<file path="src/rtl/p_hardisc.sv">
// rtl/p_hardisc.sv - shared aligner state type and compressed-instruction test
package p_hardisc;

  typedef enum logic {
    ALIGN_EMPTY = 1'b0,
    ALIGN_HALF  = 1'b1
  } align_state;

  function automatic logic is_rvc(input logic [1:0] op);
    return (op != 2'b11);
  endfunction

endpackage

</file>
<file path="src/rtl/rvc_aligner.sv">
// rtl/rvc_aligner.sv - splits fetch words into 16/32-bit instructions with PC tracking
module rvc_aligner
  import p_hardisc::*;
#(
  parameter logic [31:0] RESET_PC = 32'h0000_0000
) (
  input  logic        s_clk_i,
  input  logic        s_resetn_i,
  input  logic        s_flush_i,
  input  logic [31:0] s_flush_addr_i,
  input  logic [31:0] s_fetch_data_i,
  input  logic        s_fetch_err_i,
  input  logic        s_fetch_val_i,
  output logic        s_fetch_rdy_o,
  output logic [31:0] s_instr_o,
  output logic        s_instr_rvc_o,
  output logic        s_instr_err_o,
  output logic [31:0] s_instr_pc_o,
  output logic        s_instr_val_o,
  input  logic        s_instr_rdy_i
);

  align_state  state_q, state_d;
  logic [15:0] hold_q, hold_d;
  logic        hold_err_q, hold_err_d;
  logic        skip_q, skip_d;
  logic [31:1] pc_q, pc_d;

  logic [15:0] lo, hi;
  logic        val, frdy, rvc, err;
  logic [31:0] instr;
  logic        xfer;

  // Bit 0 of a redirect target has no meaning for halfword-aligned code.
  logic unused_addr_bit;
  assign unused_addr_bit = s_flush_addr_i[0];

  assign lo = s_fetch_data_i[15:0];
  assign hi = s_fetch_data_i[31:16];
  assign xfer = val & s_instr_rdy_i;

  // Next-state and output selection; flush overrides everything.
  always_comb begin
    val        = 1'b0;
    frdy       = 1'b0;
    rvc        = 1'b0;
    err        = 1'b0;
    instr      = 32'h0;
    state_d    = state_q;
    hold_d     = hold_q;
    hold_err_d = hold_err_q;
    skip_d     = skip_q;
    pc_d       = pc_q;
    if (s_flush_i) begin
      frdy    = s_fetch_val_i;
      state_d = ALIGN_EMPTY;
      skip_d  = s_flush_addr_i[1];
      pc_d    = s_flush_addr_i[31:1];
    end else begin
      case (state_q)
        ALIGN_EMPTY: begin
          if (s_fetch_val_i) begin
            if (skip_q) begin
              // Redirect into the upper halfword: drop lo, keep hi.
              frdy       = 1'b1;
              hold_d     = hi;
              hold_err_d = s_fetch_err_i;
              skip_d     = 1'b0;
              state_d    = ALIGN_HALF;
            end else if (is_rvc(lo[1:0])) begin
              val   = 1'b1;
              rvc   = 1'b1;
              err   = s_fetch_err_i;
              instr = {16'h0, lo};
              if (xfer) begin
                frdy       = 1'b1;
                hold_d     = hi;
                hold_err_d = s_fetch_err_i;
                state_d    = ALIGN_HALF;
                pc_d       = pc_q + 31'd1;
              end
            end else begin
              val   = 1'b1;
              err   = s_fetch_err_i;
              instr = s_fetch_data_i;
              if (xfer) begin
                frdy = 1'b1;
                pc_d = pc_q + 31'd2;
              end
            end
          end
        end
        ALIGN_HALF: begin
          if (is_rvc(hold_q[1:0])) begin
            // Held compressed instruction drains without touching fetch.
            val   = 1'b1;
            rvc   = 1'b1;
            err   = hold_err_q;
            instr = {16'h0, hold_q};
            if (xfer) begin
              state_d = ALIGN_EMPTY;
              pc_d    = pc_q + 31'd1;
            end
          end else if (s_fetch_val_i) begin
            // Straddling instruction: held upper half of the previous word
            // forms the low half; this word's hi becomes the new hold.
            val   = 1'b1;
            err   = hold_err_q | s_fetch_err_i;
            instr = {lo, hold_q};
            if (xfer) begin
              frdy       = 1'b1;
              hold_d     = hi;
              hold_err_d = s_fetch_err_i;
              pc_d       = pc_q + 31'd2;
            end
          end
        end
        default: state_d = ALIGN_EMPTY;
      endcase
    end
  end

  // Outputs are forced quiet while reset is held.
  always_comb begin
    s_instr_val_o = s_resetn_i & val;
    s_fetch_rdy_o = s_resetn_i & frdy;
    s_instr_o     = s_resetn_i ? instr : 32'h0;
    s_instr_rvc_o = s_resetn_i & rvc;
    s_instr_err_o = s_resetn_i & err;
    s_instr_pc_o  = {pc_q, 1'b0};
  end

  // Aligner state registers.
  always_ff @(posedge s_clk_i or negedge s_resetn_i) begin
    if (!s_resetn_i) begin
      state_q    <= ALIGN_EMPTY;
      hold_q     <= 16'h0;
      hold_err_q <= 1'b0;
      skip_q     <= RESET_PC[1];
      pc_q       <= RESET_PC[31:1];
    end else begin
      state_q    <= state_d;
      hold_q     <= hold_d;
      hold_err_q <= hold_err_d;
      skip_q     <= skip_d;
      pc_q       <= pc_d;
    end
  end

endmodule

</file>
<file path="config.mk">
export PLATFORM = sky130hd
export DESIGN_NAME = rvc_aligner
export DESIGN_NICKNAME = d
export VERILOG_FILES = /design/src/rtl/p_hardisc.sv /design/src/rtl/rvc_aligner.sv
export SDC_FILE = /design/constraint.sdc
export NUM_CORES = 1
export LEC_CHECK = 0
export CORE_ASPECT_RATIO = 0.8
export CORE_MARGIN = 3
export CORE_UTILIZATION = 48
export DETAILED_ROUTE_END_ITERATION = 16
export HOLD_SLACK_MARGIN = 0.05
export PLACE_DENSITY = 0.87
export SYNTH_ARGS = -nofsm -noshare
export SYNTH_HDL_FRONTEND = slang
export SYNTH_SLANG_ARGS = --single-unit
</file>
<file path="constraint.sdc">
create_clock -name s_clk_i -period 5 [get_ports s_clk_i]
set_clock_uncertainty 0.2 [all_clocks]
set_input_delay 0.5 -clock s_clk_i [delete_from_list [all_inputs] [get_ports s_clk_i]]
set_output_delay 0.5 -clock s_clk_i [all_outputs]
set_load 0.01 [all_outputs]
</file>
==> out/metrics.cfg <==
[outcome]
outcome = complete, no violations

[critical_path]
crit_path_start_kind = input pin
path_buf_inv = 4
path_delay_family = buffers and inverters
crit_slowest_cell = nor3_2
rr_worst_depth = 6
endpoint_kind = output pin
crit_top_cell = clkdlybuf4s50_1
timing.rr.start = state_q
critPathMaxFanout = 21
crit_path_max_incr_delay_ns = 0.95
worstPathRequired_ns = 4.30
path_cells = clkdlybuf4s50_1 -> inv_1 -> buf_4 -> nand2_1 -> nor3_2 -> o21ai_0 -> a21boi_0 -> clkdlybuf4s50_1
timing.rr.end = pc_q[21]
path_class = in -> out
arrival_ns = 3.36
rrSetupSlack_ns = 1.87

[min_path]
min_to = hold_q[7]
hold_class = reg -> reg
min_from = hold_q[7]
hold_depth = 1

[die]
start_util = 0.505
rows = 27
die-area_mm2 = 0.00843
die_x_um = 102
die_y_um = 82.7
core_mm2 = 0.00699
pin_count = 138

[global_routing]
grt_pass1_vias = 3682
grt_first_pass_wirelength_um = 18300
antenna_found_initial = 0
grt_max_degree = 53
grt_use_total = 0.272
grt_overflow = 0

[yosys]
synthCells = 418
yosysTopAreaCell = dfrtp_1
synth_top_family_by_area = simple AND/OR/NAND/NOR gates
yosys_warnings = 0
synth_xor_area_frac = 0.0273
synth_mux_area_frac = 0.0542
synthesis.area_mm2 = 0.00353
ys_seq_area_frac = 0.354
syn_nets = 490
yosys-top-cells-area = dfrtp_1 (35%), a22oi_1 (7.2%), mux2_2 (5.4%), nand2_1 (4.6%), nor2_1 (3.6%)
synth_top_area_frac = 0.354
synth_compound_area_frac = 0.244
synth_simple_gate_area_frac = 0.268
synth_adder_area_share = 0.00709
ys_types = 61
ys.flop_type = dfrtp_1
synth_edf_count = 0
async_flop_share = 1.00
avgSynthCellArea_um2 = 8.44
ys_ff_latch = 50

[sta]
finalSetupViolations = 0
fin_crit_sh = 0.811
timing.setup.tns_ns = 0
rsz0062_at_grt = false
fin_crit_ns = 4.06
worstMarginPinSlew_ns = 1.23
max_freq_mhz = 246
slew_viol_final = 0
maxSlewHeadroom = 0.173
hold_viol = 0

[clocking]
postCtsSetupBuffers = 0
cts_max_path_buffers = 2
cts_resized = 0
cts_buffers = 5
cts_root_buffer = clkbuf_8
htree_levels = 2
cts_hold_buf = 1
cts.sinks = 50
clk_pin_slew_ns = 0.09
cts_tree = built
insertion_delay_ns = 0.31

[final_layout]
n_antenna_cell = 0
drive_gt1_frac = 0.0819
finalNonFillerCells = 624
post-route-util = 0.715
area_delta_synth_final_pct = 41.7
fillCellCount = 535
final_nets = 608

[detailed_routing]
drt-total-wl_um = 11600
wl_per_cell_um = 18.7
drt-pass1-iter-count = 5
vias = 3923
drt_iter0_markers = 408
vias_per_cell = 6.29
drc_errors = 0
ant_nets = 0

[power_and_ir_drop]
max-vdd-ir-drop_mv = 0.140
power_density_mw_per_mm2 = 238
p_leak_uw = 0.00181

[placement]
io_buffer_count = 135
dpl.hpwl_um = 8630
place_congestion = 0.925
dpl.cell_count = 615

[flow_run]
max_cap_viol_count = 0

==> cells in the mapped netlist, types with 5 or more instances <==
cell type / instances
clkbuf_1: 22
nor3_1: 13
nand3_1: 22
a21oi_1: 13
o211ai_1: 15
xnor2_1: 9
a22oi_1: 34
nor2_1: 34
nand4_1: 12
and3_1: 6
inv_1: 6
buf_2: 5
dfrtp_1: 50
and2_1: 5
nand2_1: 43
o21ai_0: 19
nor2b_1: 18
nor4_1: 7
mux2_2: 17
==> logic make-up after synthesis <==
family | Yosys count
AOI/OAI and AO/OA | 119
xor gates and xnor gates | 11
adders and majority gates | 2
buffers and inverters | 37
DFF | 50
muxes | 17
other | 1
and+or+nand+nor | 181
==> where the power goes <==
| group | internal [µW] | switching (µW) |
|---|---|---|
| Combinational | 209 | 165 |
| Sequential | 477 | 89.1 |
| Clock | 112 | 137 |
| Total | 798 | 391 |
==> final cells by class <==
class                           count  area [µm²]  share of cell area
Clock buffer                        7        86.3              0.0173
Clock inverter                      1        5.00             0.00100
Inverter                            6        22.5             0.00450
Multi-Input combinational cell    331        2130               0.425
Sequential cell                    50        1250               0.250
Tap cell                           87         109              0.0218
Timing Repair Buffer              142        1400               0.280
==> per-stage QoR <==
| step | instance area, µm² | worst slack, ns | power, µW | hold slack (ns) |
|---|---|---|---|---|
| after floorplan | 3530 | 2.27 | 747 | 0.00441 |
| after global placement | 4900 | 1.04 | 926 | 0.290 |
| after detailed placement | 4900 | 0.993 | 941 | 0.297 |
| after CTS | 5000 | 1.00 | 1190 | 0.318 |
| after global routing | 5000 | 0.758 | 1250 | 0.336 |
| final | 5000 | 0.943 | 1190 | 0.311 |
==> registers in the layout, summed over array words and instances (netlist names) <==
signal and cells:
pc_q 31, state_q 1, hold_err_q 1, hold_q 16, skip_q 1
==> routing by layer <==
| metal | global-route usage | wire length, µm |
|---|---|---|
| met5 | 0 | 0 |
| met4 | 0.0773 | 210 |
| met3 | 0.0327 | 962 |
| met2 | 0.427 | 5570 |
| met1 | 0.396 | 4900 |
==> worst max path at each step <==
stage / startpoint / to / slack [ns] / cells after the start
CTS: s_flush_i / s_instr_err_o / 1.00 / 8
global placement: s_flush_i / s_instr_err_o / 1.04 / 8
global route: s_flush_i / s_instr_err_o / 0.76 / 8
detailed placement: s_flush_i / s_instr_err_o / 0.99 / 8
floorplan: s_flush_i / s_instr_err_o / 2.27 / 7
finish: s_flush_i / s_instr_err_o / 0.94 / 8
==> layout by cell type (no fill, tap or decap), types with 3 or more instances in the layout <==
master           netlist  layout
a21oi_1               13      13
a22oi_1               34      34
a31o_2                 3       3
and2_1                 5       5
and3_1                 6       6
buf_4                  3       6
clkbuf_8               0       6
clkdlybuf4s50_1        0     134
dfrtp_1               50      50
inv_1                  6       6
mux2_2                17      17
nand2_1               43      43
nand3_1               22      22
nand3b_1               3       3
nand4_1               12      12
nor2_1                34      34
nor2b_1               18      18
nor3_1                13      12
nor4_1                 7       7
o211a_1                3       3
o211ai_1              15      15
o21ai_0               19      19
o21ai_1                4       4
o311ai_0               3       3
o31ai_1                4       4
or3_1                  3       3
xnor2_1                9       9
No activity file was read; power rests on OpenSTA's default activity.
